**config.mk**
```make
export PLATFORM = sky130hd
export DESIGN_NAME = jt49_avg
export DESIGN_NICKNAME = d
export VERILOG_FILES = /design/src/rtl/jt49_avg.sv
export SDC_FILE = /design/constraint.sdc
export NUM_CORES = 1
export LEC_CHECK = 0
export CELL_PAD_IN_SITES_DETAIL_PLACEMENT = 0
export CELL_PAD_IN_SITES_GLOBAL_PLACEMENT = 2
export CORE_MARGIN = 4
export CORE_UTILIZATION = 26
export CTS_BUF_LIST = sky130_fd_sc_hd__clkbuf_16
export CTS_CLUSTER_DIAMETER = 100
export CTS_CLUSTER_SIZE = 24
export DETAILED_ROUTE_END_ITERATION = 8
export PLACE_DENSITY_LB_ADDON = 0.1
export REMOVE_ABC_BUFFERS = 1
export SETUP_SLACK_MARGIN = 0.15
export SLEW_MARGIN = 20
export SYNTH_ARGS = -nofsm -noshare
export SYNTH_HDL_FRONTEND = slang
export SYNTH_SLANG_ARGS = --single-unit
```
**constraint.sdc**
```tcl
create_clock -name clk -period 5.05 [get_ports clk]
set_input_delay 0.505 -clock clk [delete_from_list [all_inputs] [get_ports clk]]
set_output_delay 0.505 -clock clk [all_outputs]
set_load 0.01 [all_outputs]
```
**src/rtl/jt49_avg.sv**
```systemverilog
`default_nettype none
// ============================================================================
//  Module   : jt49_avg
//  Purpose  : Boxcar (moving-average) low-pass stage for the JT49 audio
//             filter chain. Keeps the last 2^depth samples in a RAM delay
//             line. Maintains a running window sum and outputs sum/2^depth.
//  Revision : 1.0 - initial release
// ----------------------------------------------------------------------------
//  Ports
//    clk    in   1           system clock
//    rst_n  in   1           synchronous active-low reset
//    cen    in   1           sample strobe, one sample per high cycle
//    din    in   dw          unsigned input sample
//    dout   out  dw          registered truncated window mean
//    sum    out  dw+depth    registered running window sum
//    full   out  1           high once 2^depth samples accepted since reset
// ============================================================================
module jt49_avg #(
  parameter int dw    = 8,
  parameter int depth = 4   // must be >= 1 so the write and read addresses differ
) (
  input  logic                  clk,
  input  logic                  rst_n,
  input  logic                  cen,
  input  logic [dw-1:0]         din,
  output logic [dw-1:0]         dout,
  output logic [dw+depth-1:0]   sum,
  output logic                  full
);

  localparam int               C_N      = 1 << depth;
  localparam int               C_SW     = dw + depth;
  localparam logic [depth:0]   C_CNT_N  = C_N[depth:0];
  localparam logic [depth:0]   C_CNT_1  = {{depth{1'b0}}, 1'b1};
  localparam logic [depth-1:0] C_WP_1   = {{(depth-1){1'b0}}, 1'b1};

  // Delay line; no reset so it maps onto block RAM.
  logic [dw-1:0]    ram_q [C_N];

  logic [depth-1:0] wp_q,   wp_d;
  logic [depth:0]   cnt_q,  cnt_d;
  logic [dw-1:0]    rq_q;
  logic [C_SW-1:0]  sum_q,  sum_d;
  logic [dw-1:0]    dout_q, dout_d;
  logic             full_q, full_d;
  logic [dw-1:0]    w_old;

  always_comb begin
    wp_d   = wp_q;
    cnt_d  = cnt_q;
    sum_d  = sum_q;
    dout_d = dout_q;
    full_d = full_q;
    // Until the window has been filled once, RAM may hold pre-reset data,
    // so nothing is removed from the sum.
    w_old  = full_q ? rq_q : '0;
    if (cen) begin
      wp_d   = wp_q + C_WP_1;
      sum_d  = sum_q + {{depth{1'b0}}, din} - {{depth{1'b0}}, w_old};
      dout_d = sum_d[C_SW-1:depth];
      cnt_d  = (cnt_q == C_CNT_N) ? cnt_q : cnt_q + C_CNT_1;
      full_d = (cnt_d == C_CNT_N);
    end
  end

  // RAM write port: the newest sample lands at wp.
  always_ff @(posedge clk) begin
    if (rst_n && cen) begin
      ram_q[wp_q] <= din;
    end
  end

  // Synchronous read one slot ahead of the write: rq holds ram[wp] whenever
  // the next strobe arrives, which is the sample leaving the window. The read
  // address is wp_d (never equal to the current write address wp while cen).
  always_ff @(posedge clk) begin
    if (!rst_n) begin
      rq_q <= '0;
    end else begin
      rq_q <= ram_q[wp_d];
    end
  end

  always_ff @(posedge clk) begin
    if (!rst_n) begin
      wp_q   <= '0;
      cnt_q  <= '0;
      sum_q  <= '0;
      dout_q <= '0;
      full_q <= 1'b0;
    end else begin
      wp_q   <= wp_d;
      cnt_q  <= cnt_d;
      sum_q  <= sum_d;
      dout_q <= dout_d;
      full_q <= full_d;
    end
  end

  assign dout = dout_q;
  assign sum  = sum_q;
  assign full = full_q;

endmodule
`default_nettype wire

```
**Word-level counts from Yosys, hierarchy flattened**

Memory sizes are Yosys's and may differ from the RTL's. A register that Yosys moved wholly into a read port is not among the register bits.
Index checks and enable logic that the tools add are counted.

- Add/subtract/negate cells: 4
- Equal/unequal tests: 2
- Muxes and demuxes: 5
- Reductions and logical operators: 2

Operators by type and width:

| cell | number |
|---|---|
| 12-bit by 8-bit adder with 12-bit output | 1 |
| 12-bit by 8-bit subtractor with 12-bit output | 1 |
| 5-bit equality test (second input constant) | 2 |
| 8-bit 2-to-1 mux | 1 |
| 5-bit by 1-bit adder with 5-bit output (second input constant) | 1 |
| 5-bit 2-to-1 mux | 1 |
| 4-bit by 1-bit adder with 4-bit output (second input constant) | 1 |
| 4-bit 2-to-1 mux | 1 |
| 1-bit 2-to-1 mux | 2 |
| 1-bit logical AND | 1 |
| 1-bit logical NOT | 1 |

- Register bits after elaboration: 30
- Bits in writable memories: 128
- Input port bits: 11
- Output and inout bits: 21
- Word-level logic and storage cells: 19
- Memories: 1

Memory list:

| name | depth | width | rd ports | clocked after Yosys merged registers in | write ports | line | source |
|---|---|---|---|---|---|---|---|
| ram_q | 16 | 8 | 1 | 1 | 1 | 38 | `logic [dw-1:0] ram_q [C_N];` |

**Depth between registers and ports, before layout**

Gate-level depths: netlist of run 1.

- Depth after elaboration: 3
- Gate-level depth with buffers: 11
- Mapped depth without buffers: 11

**Least setup slack after synthesis of run 1**

Ideal clock, no wire load.

- Path kind: input -> register
- Start: input din[1]
- End: register sum_q[7] (netlist: sum[7])
- Library setup time: 122 ps
- Arrival: 2478 ps
- Slack: 2450 ps
- Stages: 9
- Buffers on the path: 0
- Path through: inv_1 > fa_1 > inv_1 > ha_1 > a211oi_1 > o21ai_1 > a31oi_1 > nor4_1 > a311o_1

- Longest elaborated chain between the ends: 2

RTL lines:

| element | line | source |
|---|---|---|
| start: declaration | 25 | `input logic [dw-1:0] din,` |
| 12-bit by 8-bit adder with 12-bit output | 59 | `sum_d = sum_q + {{depth{1'b0}}, din} - {{depth{1'b0}}, w_old};` |
| 12-bit by 8-bit subtractor with 12-bit output | 59 |  |
| end signal: assignment | 94 | `sum_q <= sum_d;` |
| end: declaration | 43 | `logic [C_SW-1:0] sum_q, sum_d;` |

No other way between the ends.
A chain may end at the register's enable or synchronous reset.

**Worst setup path in the final report of run 1**

Ends and elaborated chain as after synthesis.

==> impl_metrics.csv, run 1 <==
group,metric,value,unit
logic_synthesis,syn_inst,537,
global_route,grt_pass1_wl,31460,um
clocking,cts-resized-gates,0,
die,rows,63,
routing,wl_per_cell,21.27,um
global_route,grt_max_degree,63,
die,core,0.02995,mm^2
final_layout,antennaDiodeCount,0,
setup_path,path_class,"input port to register",
logic_synthesis,ys_seq_area_share,55.77,%
run_status,outcome,"finished, final reports clean",
placement,dp_cells,926,
setup_path,worstSetupEndpointType,"register",
routing,dr.pass1.iters,4,
routing,drt.antenna.violating_nets,0,
logic_synthesis,yosysWarnings,0,
logic_synthesis,ys_seq_elements,158,
setup_path,crit_fanout,17,
sta,setup_viol,0,
global_route,grt_pass1_vias,4934,
clocking,clk_latency,0.42,ns
die,die_height,183.1,um
final_layout,mostFrequentLayoutCells,"edfxtp_1 (128), mux4_2 (64), inv_1 (41), clkdlybuf4s50_1 (31), o22ai_1 (29)",
clocking,postCtsSetupBuffers,0,
setup_path,critPathArrivalTime,3.73,ns
sta,holdWs,0.5083,ns
sta,worstMarginPinSlew,1.063,ns
setup_path,worstPathCellList,"clkdlybuf4s50_1, inv_1, fa_1, inv_1, ha_1, a211oi_1, o21ai_1, a31oi_1, nor4_1, a311o_1",
clocking,htreeDepth,4,
power_and_ir_drop,p_seq_share,41.9,%
setup_path,max_stage_delay,0.86,ns
global_route,grt_overflow,0,
setup_path,crit_slowest_cell,"clkdlybuf4s50_1",
routing,drt-total-wl,20370,um
sta,tns,0,ns
clocking,cts_buffers,17,
sta,drv_slew,0,
sta,fin_crit_sh,67.62,%
placement,portBuffers,31,
logic_synthesis,netlist_area,0.007969,mm^2
setup_path,worstPathRequired,5.36,ns
logic_synthesis,postSynthAreaPerCell,14.84,um^2
routing,vias,4586,
final_layout,final_common_cell,"edfxtp_1",
sta,relSlewSlack,29.16,%
sta,fmax,0.2928,GHz
power_and_ir_drop,finalPower,3.590,mW
setup_path,rr_worst_depth,7,
power_and_ir_drop,p_clk_share,36.0,%
placement,gp_congestion,0.6867,
power_and_ir_drop,ir_drop,212.7,uV
final_layout,nets,592,
power_and_ir_drop,leakage,3.024,nW
sta,min_period,3.415,ns
sta,fin_skew,0.01125,ns
power_and_ir_drop,pwr-share-comb,22.2,%
routing,drc,0,
power_and_ir_drop,switching_share,29.35,%
sta,hold_violations,0,
clocking,holdBufCountCts,0,
clocking,cts_buffer_depth,2,
logic_synthesis,synth_cell_types,48,
final_layout,drive_above_1_share,19.72,%
clocking,cts-root-buf,"clkbuf_16",
sta,rsz0062_at_grt,"false",
flow_run,maxCapViolations,0,
final_layout,synthToLayoutAreaGrowth,15.18,%
min_path,hold_path_depth,2,
die,dieArea,0.03351,mm^2
clocking,path_clk_slew,0.07,ns
logic_synthesis,synth_ff_type,"edfxtp_1",
power_and_ir_drop,p_sw,1.054,mW
power_and_ir_drop,internal-power,2.537,mW
routing,viasPerCell,4.787,
logic_synthesis,synthArstFlopShare,0,%
logic_synthesis,synth_edf_count,128,
routing,drt_iter0_markers,331,
placement,place_hpwl,13820,um
final_layout,fin_cells,958,
clocking,cts_sinks,158,
global_route,grtUsageTotal,12.57,%
die,io_pins,32,
setup_path,startpoint_type,"input port",
power_and_ir_drop,pwr_density_cell,391.1,mW/mm^2
setup_path,cp_common_cell,"inv_1",
clocking,tritoncts,"done",
min_path,hold_class,"register to register",
die,die_w,183.1,um
global_route,antenna_found_initial,0,
die,initial_core_util,26.60,%
-- state kept, by name, indices dropped and copies added, names as in the netlist --
| name | flops |
|---|---|
| rq_q | 8 |
| wp_q | 4 |
| full | 1 |
| ram_q | 128 |
| sum | 12 |
| cnt_q | 5 |
-- area by class of cell --
cell class,count,area [um^2]
Fill cell,3008,20770
Sequential cell,158,4449
Multi-Input combinational cell,297,3123
Tap cell,390,488.0
Clock buffer,17,425.4
Timing Repair Buffer,38,362.8
Clock inverter,15,168.9
Inverter,43,161.4
-- critical path, delay by kind of cell --
kind	cells	cell delay (ns)
AOI/OAI and AO/OA	4	1.16
adders and majority gates	2	0.91
buffers and inverters	3	1.06
and+or+nand+nor	1	0.08
-- worst paths after layout --
check	start	to	slack, ns
max reg2reg	wp_q[1]	rq_q[2]	1.85
min reg2reg	wp_q[1]	wp_q[1]	0.51
min	wp_q[1]	wp_q[1]	0.51
max	din[1]	sum[7]	1.63
-- synthesized netlist by cell type, drive strengths merged (2+ instances only) --
cell type  number  area (um^2)
inv            43        161.4
buf            27        195.2
or4             2        15.01
mux2            2        22.52
nor4            3        18.77
o21a            3        22.52
ha             18        225.2
a21oi          18        90.09
nor3            5        25.02
or3             9        56.30
xnor2           4        35.03
and2           24        150.1
a32o            2        20.02
dfxtp          30        600.6
a211oi          3        22.52
nor2b           3        18.77
a31oi           3        18.77
clkbuf         12        45.04
a21o            2        15.01
nand2          20        75.07
nand2b          3        18.77
nor2           17        63.81
edfxtp        128         3844
mux4           64         1441
o21ai           5        25.02
or2             3        18.77
mux2i           7        70.07
fa              8        160.2
o22ai          31        206.4
xor2            7        61.31
o31ai           8        65.06
o211ai          2        15.01
and3            2        12.51
nand3           4        20.02
nand4           8        50.05
-- kinds of logic (layout without fill, tap and decap cells) --
kind of cell             Yosys count  count (layout)  share of synthesized area, %
AND/OR/NAND/NOR                  105             105                         7.018
multiplexers                      73              73                         19.25
XOR/XNOR                          11              11                         1.209
AO/OA/AOI/OAI                     82              82                         6.877
flip-flops                       158             158                         55.77
adder cells (fa/ha/maj)           26              26                         4.836
buffers and inverters             82             113                         5.040
-- through the flow --
step / setup WS (ns) / instance area (um^2) / utilization (%)
2_1_floorplan: 0.4957 / 7729 / -
3_3_place_gp: 1.167 / 8584 / 28.66
3_5_place_dp: 1.158 / 8584 / 28.66
4_1_cts: 1.612 / 9179 / 30.64
5_1_grt: 1.372 / 9179 / 30.64
6_report: 1.635 / 9179 / 30.64
-- metal layers --
layer  routed length [um]  vias to the layer above  part of all wire [%]  global-route usage (%)
met5                    0                        -                     0                       0
met4                  110                        0                  0.54                   2.384
met3                  614                        6                   3.0                   2.400
met2                10480                       69                    51                   22.05
met1                 9169                     2383                    45                   16.38
li1                     -                     2128                     -                       -
-- power by group through the flow --
stage	Sequential, mW	Clock [mW]	Combinational, mW
floorplan	1.57	0	0.489
global placement	1.53	0	0.816
detailed placement	1.53	0	0.809
CTS	1.50	1.33	0.813
global route	1.51	1.39	0.894
finish	1.50	1.29	0.796
Power figures use the tool's default switching activity.
==> run 2, diff against run 1 <==
==> constraint.sdc (replaced) <==
create_clock -name clk -period 2.8 [get_ports clk]
set_input_delay 0.28 -clock clk [delete_from_list [all_inputs] [get_ports clk]]
set_output_delay 0.28 -clock clk [all_outputs]
set_load 0.01 [all_outputs]
==> impl_metrics.csv, run 2 (same netlist as run 1, synthesis figures left out) <==
group,metric,value,unit
die,dieArea,0.03351,mm^2
die,core,0.02995,mm^2
global_route,grt_max_degree,46,
sta,worstMarginPinSlew,0.6852,ns
power_and_ir_drop,pwr_density_cell,687.5,mW/mm^2
routing,viasPerCell,4.749,
clocking,cts_sinks,158,
clocking,clk_latency,0.43,ns
min_path,hold_class,"input port to register",
setup_path,crit_fanout,7,
final_layout,mostFrequentLayoutCells,"edfxtp_1 (128), buf_4 (71), mux4_2 (64), inv_1 (39)",
global_route,grt_overflow,0,
sta,rsz0062_at_grt,"false",
die,rows,63,
final_layout,antennaDiodeCount,0,
sta,min_period,2.519,ns
sta,hold_violations,0,
routing,vias,4877,
die,initial_core_util,26.60,%
final_layout,register_area,0.004454,mm^2
die,die_w,183.1,um
clocking,cts-root-buf,"clkbuf_16",
setup_path,worstPathRequired,3.14,ns
clocking,cts_buffers,17,
global_route,grt_pass1_vias,5215,
placement,gp_congestion,0.7294,
sta,fmax,0.3970,GHz
sta,holdWs,0.2141,ns
clocking,tritoncts,"done",
final_layout,fillers,2972,
power_and_ir_drop,ir_drop,412.3,uV
routing,drt-total-wl,20960,um
sta,fin_skew,0.01511,ns
final_layout,largest-register,"ram_q",
run_status,outcome,"finished, final reports clean",
global_route,grt_pass1_wl,32090,um
power_and_ir_drop,leakage,3.417,nW
routing,drt_iter0_markers,226,
global_route,antenna_found_initial,0,
routing,drt.antenna.violating_nets,0,
sta,setup_viol,0,
routing,wl_per_cell,20.41,um
die,die_height,183.1,um
clocking,cts_buffer_depth,2,
final_layout,multi_input_area,0.003253,mm^2
final_layout,nets,661,
global_route,grtUsageTotal,12.82,%
clocking,htreeDepth,4,
setup_path,startpoint_type,"register",
flow_run,maxCapViolations,0,
routing,drc,0,
clocking,holdBufCountCts,0,
setup_path,worstSetupEndpointType,"register",
placement,dp_cells,991,
sta,fin_crit_sh,89.97,%
final_layout,largest_reg_flops,128,
placement,portBuffers,31,
setup_path,path_class,"register to register",
final_layout,synthToLayoutAreaGrowth,23.72,%
die,io_pins,32,
routing,dr.pass1.iters,4,
sta,drv_slew,0,
clocking,path_clk_slew,0.08,ns
final_layout,final_common_cell,"edfxtp_1",
final_layout,fin_cells,1027,
setup_path,critPathArrivalTime,2.86,ns
placement,place_hpwl,14630,um
sta,relSlewSlack,54.32,%
final_layout,drive_above_1_share,31.24,%
run 2: cell count changes in the layout (fill, tap and decap cells not counted), moves of 3 or more:
cell | before | now
a21oi_1 | 18 | 15
a21oi_2 | 0 | 3
buf_4 | 7 | 71
buf_6 | 0 | 3
clkinv_4 | 0 | 3
ha_1 | 18 | 12
ha_4 | 0 | 5
run 2: worst max-delay path: stages (launching register included):
cell	delay, ns
dfxtp_4	0.37
and2_1	0.16
fa_1	0.57
inv_2	0.06
ha_4	0.25
a211oi_4	0.27
buf_4	0.15
o211ai_1	0.07
nand2_1	0.14
mux2_4	0.31
o2111ai_1	0.09
run 2: per-layer routing:
| layer | vias to the layer above | track usage (%) | share of wire [%] |
|---|---|---|---|
| met2 | 66 | 22.05 | 51 |
| met3 | 13 | 2.221 | 2.9 |
| li1 | 2270 | - | - |
| met5 | - | 0 | 0 |
| met1 | 2528 | 17.09 | 46 |
| met4 | 0 | 2.801 | 0.92 |
run 2: metrics by stage:
step	power [mW]	setup slack, ns	util [%]	area [um^2]	setup TNS (ns)
after floorplan	3.711	-1.754	-	7729	-79.87
after global placement	4.434	-0.3734	30.37	9097	-1.968
after detailed placement	4.430	-0.3902	30.37	9097	-2.050
after CTS	6.810	0.1536	32.55	9749	0
after global routing	7.176	0.1375	32.92	9859	0
final	6.779	0.2809	32.92	9859	0
run 2: final timing paths:
check / start / end / slack [ns] / cells past startpoint
min: din[3] / ram_q[10][3] / 0.21 / 2
max: full / sum[11] / 0.28 / 10
min reg2reg: sum[4] / sum[4] / 0.51 / 2
max reg2reg: full / sum[11] / 0.28 / 10
run 2: where the power goes:
part | internal [mW] | switching, mW
clock network | 1.20 | 1.10
logic | 0.923 | 0.844
registers | 2.62 | 0.0890
total | 4.74 | 2.04
run 2: area by class of cell:
type / count / share of cell area (%)
well taps: 390 / 4.949
clock buffers: 17 / 4.315
multi-input cells: 297 / 32.99
clock inverters: 15 / 1.574
repair buffers: 107 / 9.353
inverters: 43 / 1.637
flip-flops and latches: 158 / 45.18
run 2: repair_timing:
| item | 4_1_cts | 5_1_grt |
|---|---|---|
| cloned | 0 | 0 |
| gates resized for setup | 13 | 16 |
| setup buffers | 2 | 2 |
| pin swaps | 7 | 8 |
| endpoints found under the setup margin | 6 | 6 |
==> run 3, diff against run 2 <==
--- a/config.mk
+++ b/config.mk
@@ -8,7 +8,7 @@
 export CELL_PAD_IN_SITES_DETAIL_PLACEMENT = 0
 export CELL_PAD_IN_SITES_GLOBAL_PLACEMENT = 2
 export CORE_MARGIN = 4
-export CORE_UTILIZATION = 26
+export CORE_UTILIZATION = 41
 export CTS_BUF_LIST = sky130_fd_sc_hd__clkbuf_16
 export CTS_CLUSTER_DIAMETER = 100
 export CTS_CLUSTER_SIZE = 24
==> constraint.sdc (replaced) <==
create_clock -name clk -period 2.8 [get_ports clk]
set_input_delay 0.56 -clock clk [delete_from_list [all_inputs] [get_ports clk]]
set_output_delay 0.56 -clock clk [all_outputs]
set_load 0.01 [all_outputs]
==> impl_metrics.csv, run 3 (same netlist as run 1, synthesis figures left out) <==
group,metric,value,unit
global_route,grt_pass1_vias,5161,
clocking,cts-root-buf,"clkbuf_16",
placement,place_hpwl,13850,um
clocking,clk_latency,0.42,ns
sta,rsz0062_at_grt,"true",
clocking,htreeDepth,4,
global_route,grt_overflow,0,
die,core,0.01889,mm^2
power_and_ir_drop,ir_drop,439.5,uV
setup_path,crit_fanout,9,
global_route,grt_pass1_wl,30690,um
setup_path,worst-path-stages,9,
routing,viasPerCell,5.482,
final_layout,largest_reg_flops,128,
final_layout,nets,668,
sta,fin_crit_sh,91.82,%
sta,setup_viol,0,
placement,portBuffers,31,
setup_path,worstPathCellList,"and2_1, fa_1, inv_2, ha_4, nor2b_4, o31ai_4, a21oi_2, or3_1, a32o_1",
sta,min_period,2.571,ns
routing,wl_per_cell,21.61,um
final_layout,drive_above_1_share,31.99,%
clocking,cts_buffer_depth,2,
clocking,cts_buffers,17,
setup_path,path_class,"register to register",
setup_path,max_stage_delay,0.55,ns
placement,gp_congestion,0.7742,
sta,worstMarginPinSlew,0.5271,ns
routing,dr.pass1.iters,4,
die,die_w,147.4,um
final_layout,multi_input_area,0.003253,mm^2
power_and_ir_drop,leakage,3.407,nW
clocking,path_clk_slew,0.07,ns
global_route,grtUsageTotal,18.77,%
sta,hold_violations,0,
routing,drt.antenna.violating_nets,0,
setup_path,path_buf_inv,1,
global_route,grt_max_degree,30,
final_layout,final_common_cell,"edfxtp_1",
routing,drc,0,
sta,holdWs,0.4935,ns
final_layout,mostFrequentLayoutCells,"edfxtp_1 (128), buf_4 (75), mux4_2 (64), inv_1 (38), o22ai_1 (29)",
final_layout,antennaDiodeCount,0,
final_layout,synthToLayoutAreaGrowth,21.78,%
power_and_ir_drop,pwr_density_cell,691.5,mW/mm^2
clocking,cts_sinks,158,
min_path,hold_class,"register to register",
sta,tns,0,ns
routing,drt-total-wl,19530,um
setup_path,startpoint_type,"register",
routing,drt_iter0_markers,280,
die,io_pins,32,
global_route,antenna_found_initial,0,
setup_path,critPathTopFamily,"adder cells",
sta,relSlewSlack,64.54,%
routing,vias,4956,
sta,fmax,0.3890,GHz
setup_path,crit_slowest_cell,"fa_1",
final_layout,largest-register,"ram_q",
setup_path,worstPathRequired,3.11,ns
setup_path,critPathArrivalTime,2.88,ns
sta,fin_skew,0.009078,ns
sta,drv_slew,0,
die,die_height,147.4,um
min_path,hold_path_depth,2,
setup_path,rr_worst_depth,9,
die,dieArea,0.02173,mm^2
final_layout,fillers,1640,
final_layout,register_area,0.004451,mm^2
flow_run,maxCapViolations,0,
setup_path,worstSetupEndpointType,"register",
clocking,tritoncts,"done",
die,initial_core_util,42.18,%
run_status,outcome,"finished, final reports clean",
die,rows,50,
==> run 3: final cells by class <==
class,instances,share of cell area (%)
well taps,260,3.352
clock buffers,17,4.384
multi-input cells,297,33.52
inverters,43,1.663
clock inverters,15,1.160
repair buffers,114,10.06
flip-flops and latches,158,45.86
==> run 3: worst reg2reg max path: stages (launching register included) <==
cell	delay (ns)
dfxtp_2	0.37
and2_1	0.17
fa_1	0.55
inv_2	0.05
ha_4	0.23
nor2b_4	0.13
o31ai_4	0.29
a21oi_2	0.10
or3_1	0.35
a32o_1	0.22
==> run 3: power breakdown <==
part | switching, mW | leakage [nW] | internal, mW
logic | 0.894 | 1.74 | 0.976
registers | 0.0841 | 1.40 | 2.62
clock network | 0.989 | 0.261 | 1.15
==> run 3: timing repair <==
item                                    4_1_cts  5_1_grt
hold buffers                                  0        0
gates cloned                                  0        0
resized for setup                            29        7
pin swaps                                    12        6
endpoints found under the setup margin        8        5
setup buffers                                 6        0
==> run 3: through the flow <==
stage	area (um^2)	total power, mW	instances	util (%)	setup WS [ns]
after floorplan	7729	3.711	498	-	-1.754
after global placement	8972	4.427	866	47.49	-0.6652
after detailed placement	8972	4.452	866	47.49	-0.6895
after CTS	9643	6.672	904	51.04	0.1591
after global routing	9704	7.048	904	51.36	0.1141
final	9704	6.711	904	51.36	0.2291
==> run 3: final timing paths <==
path | from | end | slack, ns
max | full | sum[10] | 0.23
min | sum[6] | sum[6] | 0.49
max reg2reg | full | sum[10] | 0.23
min reg2reg | sum[6] | sum[6] | 0.49
==> run 3: layer usage <==
layer | up-vias | part of all wire [%] | GRT usage (%)
li1 | 2274 | - | -
met1 | 2523 | 43 | 24.93
met2 | 138 | 50 | 31.18
met3 | 21 | 5.4 | 4.108
met4 | 0 | 1.8 | 5.732
met5 | - | 0 | 0
